[src/rtl/regfile_dump_streamer_pkg.sv]
// Shared constants and state encoding for the register-file dump streamer.
// The register file uses the same width and depth constants.
package regfile_dump_streamer_pkg;

    localparam int DATA_W = 16;
    localparam int N_REG  = 32;
    localparam int ADDR_W = 5;

    typedef enum logic {
        ST_IDLE = 1'b0,
        ST_RUN  = 1'b1
    } dump_state_t;

endpackage

[src/rtl/regfile_dump_streamer.sv]
// Walks an inclusive, wrapping register range through the register file's
// second read port and streams one register per beat on a valid/ready port.
//
// state   | meaning
// --------+---------------------------------------------------------------
// ST_IDLE | no reads issued; a pending final beat may still be held
// ST_RUN  | rf_raddr = ptr, output register loads whenever it is free
module regfile_dump_streamer
    import regfile_dump_streamer_pkg::*;
#(
    parameter int P_DATA_W = DATA_W,
    parameter int P_ADDR_W = ADDR_W
) (
    input  logic                clk,
    input  logic                arst_n,
    input  logic                start,
    input  logic                abort,
    input  logic [P_ADDR_W-1:0] first_addr,
    input  logic [P_ADDR_W-1:0] last_addr,
    output logic [P_ADDR_W-1:0] rf_raddr,
    input  logic [P_DATA_W-1:0] rf_rdata,
    output logic                out_valid,
    input  logic                out_ready,
    output logic [P_DATA_W-1:0] out_data,
    output logic [P_ADDR_W-1:0] out_addr,
    output logic                out_last,
    output logic                busy,
    output logic                done
);

    dump_state_t         state_q, state_d;
    logic [P_ADDR_W-1:0] ptr_q, ptr_d;
    logic [P_ADDR_W-1:0] end_q, end_d;
    logic                valid_q, valid_d;
    logic [P_DATA_W-1:0] data_q, data_d;
    logic [P_ADDR_W-1:0] addr_q, addr_d;
    logic                last_q, last_d;
    logic                done_q, done_d;

    logic                busy_w;
    logic                load_w;
    logic                xfer_w;

    assign busy_w = (state_q == ST_RUN) || valid_q;
    assign load_w = (state_q == ST_RUN) && (!valid_q || out_ready);
    assign xfer_w = valid_q && out_ready;

    always_comb begin
        state_d = state_q;
        ptr_d   = ptr_q;
        end_d   = end_q;
        valid_d = valid_q;
        data_d  = data_q;
        addr_d  = addr_q;
        last_d  = last_q;
        done_d  = 1'b0;

        // Abort outranks every other action, including a same-cycle start.
        if (abort && busy_w) begin
            state_d = ST_IDLE;
            valid_d = 1'b0;
            last_d  = 1'b0;
        end else if (start && !abort && !busy_w) begin
            state_d = ST_RUN;
            ptr_d   = first_addr;
            end_d   = last_addr;
        end else if (load_w) begin
            data_d  = rf_rdata;
            addr_d  = ptr_q;
            last_d  = (ptr_q == end_q);
            valid_d = 1'b1;
            if (ptr_q == end_q) begin
                state_d = ST_IDLE;
            end else begin
                ptr_d = ptr_q + 1'b1;
            end
        end else if (xfer_w) begin
            // Only the final beat can drain without a reload behind it.
            valid_d = 1'b0;
            last_d  = 1'b0;
            done_d  = last_q;
        end
    end

    always_ff @(posedge clk or negedge arst_n) begin
        if (!arst_n) begin
            state_q <= ST_IDLE;
            ptr_q   <= '0;
            end_q   <= '0;
            valid_q <= 1'b0;
            data_q  <= '0;
            addr_q  <= '0;
            last_q  <= 1'b0;
            done_q  <= 1'b0;
        end else begin
            state_q <= state_d;
            ptr_q   <= ptr_d;
            end_q   <= end_d;
            valid_q <= valid_d;
            data_q  <= data_d;
            addr_q  <= addr_d;
            last_q  <= last_d;
            done_q  <= done_d;
        end
    end

    assign rf_raddr  = ptr_q;
    assign out_valid = valid_q;
    assign out_data  = data_q;
    assign out_addr  = addr_q;
    assign out_last  = last_q;
    assign busy      = busy_w;
    assign done      = done_q;

endmodule
[config.mk]
export PLATFORM = sky130hd
export DESIGN_NAME = regfile_dump_streamer
export DESIGN_NICKNAME = d
export VERILOG_FILES = /design/src/rtl/regfile_dump_streamer_pkg.sv /design/src/rtl/regfile_dump_streamer.sv
export SDC_FILE = /design/constraint.sdc
export NUM_CORES = 1
export LEC_CHECK = 0
export CORE_ASPECT_RATIO = 2
export CORE_MARGIN = 1.5
export CORE_UTILIZATION = 35
export DETAILED_ROUTE_END_ITERATION = 16
export GPL_ROUTABILITY_DRIVEN = 0
export GPL_TIMING_DRIVEN = 0
export PLACE_DENSITY_LB_ADDON = 0.15
export SETUP_SLACK_MARGIN = 0.1
export SYNTH_ARGS = -nofsm -noshare
export SYNTH_HDL_FRONTEND = slang
export SYNTH_SLANG_ARGS = --single-unit
export TNS_END_PERCENT = 30
[constraint.sdc]
create_clock -name clk -period 1.6 [get_ports clk]
set_input_delay 0.32 -clock clk [delete_from_list [all_inputs] [get_ports clk]]
set_output_delay 0.32 -clock clk [all_outputs]
set_load 0.005 [all_outputs]
[Yosys cells after proc, flatten, opt, wreduce, memory -nomap -nowiden]
Index checks and enable logic that the tools add are counted.
W data, S select, Z words.
Cells by class
  $add $sub $neg: 1
  eq/ne operators: 3
  muxes and demuxes: 18
  bitwise logic cells: 2
  reductions and logical operators: 19
Operators by type and width (count)
  $mux W1: 15
  $mux W5: 3
  $reduce_bool A3 Y1: 3
  $reduce_and A2 Y1: 3
  $reduce_and A3 Y1: 2
  $add A5 B1 Y5 const B: 1
  $eq A5 B5 Y1: 1
  $logic_and A1 B1 Y1: 5
  $ne A2 B2 Y1 const B: 2
  $logic_not A1 Y1: 3
  $logic_or A1 B1 Y1: 2
  $not A1 Y1: 2
  $reduce_bool A2 Y1: 1
Storage, ports and cells
  bits in registers: 35
  bits of input ports: 31
  output and inout port bits: 30
  logic and storage cells: 51

[Longest topological paths before layout]
  depth after elaboration: 6
  gate-level depth with buffers: 6
  gate-level depth less buffers: 5

[Worst setup path before layout]
OpenSTA, ideal clock, no wires.
  kind: register to register
  start point: register state_q
  end point: register ptr_q[1] (netlist: rf_raddr[1])
  library setup time: 0.126 ns
  arrival: 1.324 ns
  data required time: 1.474 ns
  path slack: 0.150 ns
  stages on the path, launching flop included: 6
  path buffers: 2
  clock period less this slack: 1.450 ns
  cell sequence: dfrtp_1 clkbuf_2 or4b_1 buf_2 nor2_1 a21oi_1
Between the ends
  word-level cells in the longest chain between the ends: 5
  elaborated cells between the ends (all ways): 10
  classes of those cells: eq/ne (1); mux (1); bitwise (1); reduce/logical (7)
Ends and longest elaborated chain
  start, declared: RTL line regfile_dump_streamer.sv:31  | dump_state_t state_q, state_d;
  start signal, assigned: RTL line regfile_dump_streamer.sv:96  | state_q <= state_d;
  $logic_or A1 B1 Y1: RTL line regfile_dump_streamer.sv:44  | assign busy_w = (state_q == ST_RUN) || valid_q;
  $logic_not A1 Y1: RTL line regfile_dump_streamer.sv:63  | end else if (start && !abort && !busy_w) begin
  $logic_and A1 B1 Y1: RTL line regfile_dump_streamer.sv:63
  $ne A2 B2 Y1 (no source line) or $reduce_bool A2 Y1 (tied branches)
  $reduce_and A3 Y1 (no source line)
  end signal, assigned: RTL line regfile_dump_streamer.sv:97  | ptr_q <= ptr_d;
  end, declared: RTL line regfile_dump_streamer.sv:32  | logic [P_ADDR_W-1:0] ptr_q, ptr_d;
Parallel ways exist; a longest one is shown, timed or not.
A chain may end at the register's enable or synchronous reset.

[Worst setup path after layout]
  start point: register valid_q (netlist: out_valid)
  end point: register ptr_q[3] (netlist: rf_raddr[3])
Between the ends
  word-level cells in the longest chain between the ends: 5
  elaborated cells between the ends (all ways): 12
  classes of those cells: eq/ne (1); mux (1); bitwise (1); reduce/logical (9)
Ends and longest elaborated chain
  start, declared: RTL line regfile_dump_streamer.sv:34  | logic valid_q, valid_d;
  start signal, assigned: RTL line regfile_dump_streamer.sv:99  | valid_q <= valid_d;
  $logic_or A1 B1 Y1 or $logic_not A1 Y1 (tied branches): RTL line regfile_dump_streamer.sv:44, regfile_dump_streamer.sv:45
  $logic_not A1 Y1 or $logic_or A1 B1 Y1 (tied branches): RTL line regfile_dump_streamer.sv:63, regfile_dump_streamer.sv:45
  $logic_and A1 B1 Y1 (on tied branches): RTL line regfile_dump_streamer.sv:63, regfile_dump_streamer.sv:45
  $ne A2 B2 Y1 (no source line) or $reduce_bool A2 Y1 (tied branches)
  $reduce_and A3 Y1 (no source line)
Parallel ways exist; a longest one is shown, timed or not.

==> out/qor.yml <==
floorplan:
  pin_count: 61
  dieHeight_um: 96.24
  die-area_sq_mm: 0.004775
  start_util_pct: 36.85
  fp.dieW_um: 49.62
  core-area_sq_mm: 0.004129
  rows: 33
sta:
  hold_viol: 0
  setup_violations: 0
  slew_violations: 0
  setup_ws_ps: 61.33
  fin_crit_sh_pct: 96.17
  fin_crit_ps: 1539
  maxSlewHeadroom_pct: 49.58
  rsz0062_at_grt: "yes"
  max_freq_ghz: 0.6499
  finClkSkew_ps: 4.569
  worst_slew_pin_slew_ps: 756.4
cells_and_area:
  num-nets-final: 230
  diodes: 0
  final_layout_size_suffix_gt1_share_pct: 30.30
  final_util_pct: 59.30
  ff_latch_area_sq_um: 882.1
  layout_commonest_cell: "clkdlybuf4s50_1"
  multi_input_area_sq_um: 665.6
  syn_to_final_growth_pct: 60.94
  fillers: 362
  layout_common_cells: "45 x clkdlybuf4s50_1, 30 x dfrtp_1, 21 x mux2_2"
clock_network:
  htree_levels: 2
  cts.sinks: 35
  clock_latency_ps: 290
  cts_hold_buf: 0
  clk_root_buffer_cell: "clkbuf_8"
  clock_path_buffers: 2
  cts_tree: "built"
  clk_pin_slew_ps: 70
  numCtsBuffers: 5
synth:
  synth-main-ff-cell: "dfrtp_1"
  ys_types: 29
  yosys_register_bits: 35
  synthesis.instances: 122
  synth_top_area_share_pct: 57.57
  seq_area_frac_synth_pct: 57.57
  avgSynthCellArea_sq_um: 12.47
  async_reset_ff_share_pct: 100.0
  synth_top_area_cell: "dfrtp_1"
  synthTopCellsByArea: "dfrtp_1 58%, mux2_2 16%, nand2_1 4.2%"
  synth-edff-count: 0
  ys_warn_count: 0
  syn_area_sq_mm: 0.001521
  synth_fp_nets: 154
place:
  hpwl_um: 2500
  pre_cts_slack_ps: -422.8
  numPortBuffers: 60
min_path:
  hp-class: "input pin to asynchronous set/reset pin"
run_status:
  status: "complete, no violations"
worst_setup_path:
  critPathLaunchType: "register"
  reg2reg_from: "out_valid"
  cp.required_ps: 1800
  cp.arrival_ps: 1740
  r2r_setup_slack_ps: 60
  rr_endpoint: "rf_raddr[3]"
  crit_type: "register to register"
  end_kind: "register"
  crit_fanout: 7
  ff2ff_path_depth: 5
routing:
  wl_per_cell_um: 14.05
  vias: 1219
  viasPerCell: 4.876
  routed_wl_um: 3512
  first_pass_iters: 4
  drc: 0
  ant_nets: 0
  first_iter_violations: 12
power:
  cellLeakagePower_nw: 1.149
  power_w: 0.003866
  cellPowerDensity_mw_per_mm2: 1579
  vdd_ir_drop_max_v: 0.0008472
global_routing:
  track_usage_pct: 15.53
  grt_pass1_vias: 1268
  grt_pass1_wl_um: 5575
  grt_max_degree: 36
  overflow: 0
  antenna_found_initial: 0
flow_run:
  maxCapViolations: 0
[critical path, stage by stage (launching register included)]
cell	delay (ps)
dfrtp_2	460
and2b_4	220
nor2_8	160
o21ai_4	100
or3_1	340
a31oi_1	170
[registers in the layout, summed over array words and instances (netlist names)]
register   flops
out_last       1
state_q        1
end_q          5
out_addr       5
out_valid      1
out_data      16
rf_raddr       5
done           1
[area by class of cell]
class | instances | area share, %
inverter | 1 | 0.1533
clock buffer | 6 | 3.373
clock inverter | 1 | 0.2044
timing repair buffer | 69 | 28.62
tap | 52 | 2.657
sequential | 35 | 36.02
multi-input combinational | 82 | 27.18
buffer | 4 | 1.788
[metrics by stage]
step	instances	hold WS, ps	TNS [ps]	area (sq um)
2_1_floorplan	122	24.41	0	1521
3_3_place_gp	234	488.6	-28210	2187
3_5_place_dp	234	444.1	-11310	2182
4_1_cts	245	134.1	0	2335
5_1_grt	250	171.8	0	2449
6_report	250	102.7	0	2449
[worst max path at each step]
| stage | from | slack [ps] | depth (start not counted) | to |
|---|---|---|---|---|
| after detailed placement | abort | -420 | 5 | out_data[6] |
| final | out_valid | 60 | 5 | rf_raddr[3] |
| after floorplan | state_q | 150 | 5 | rf_raddr[1] |
| after global placement | arst_n | -510 | 1 | end_q[3] |
| after global routing | rf_raddr[0] | 10 | 5 | rf_raddr[2] |
| after CTS | rf_raddr[2] | 10 | 1 | rf_raddr[2] |
[power breakdown]
group	internal, W	switching, W
combinational	0.00112	0.000573
clock	0.000337	0.000300
sequential	0.00126	0.000275
[layer usage]
metal | wire length (um) | global-route usage [%]
met4 | 93 | 8.796
met3 | 151 | 4.193
met2 | 2035 | 27.89
met5 | 0 | 0
met1 | 1233 | 15.91
[synth_stat cells, types with 2 or more instances]
cell type,number
a21oi_1,2
a31oi_1,2
buf_2,3
dfrtp_1,35
mux2_2,21
nand2_1,17
nand3_1,3
nor2_1,6
nor3_1,3
o21ai_0,5
or3_1,2
xnor2_1,5
xor2_1,2
[cells by family (layout without fill, tap and decap cells)]
group                      count (synthesis)  count (layout)  synth area share [%]
and+or+nand+nor                           39              39                 14.14
DFF                                       35              35                 57.57
muxes                                     22              22                 16.20
AOI/OAI and AO/OA                         13              13                 5.675
xor gates and xnor gates                   7               7                 4.030
buffers and inverters                      5              81                 1.562
adders and majority gates                  1               1                0.8222
[repair_timing]
action	4_1_cts	5_1_grt
pin swaps	1	4
setup endpoints to repair	38	44
resized for setup	18	22
setup buffers	4	5
Power figures use the tool's default switching activity.
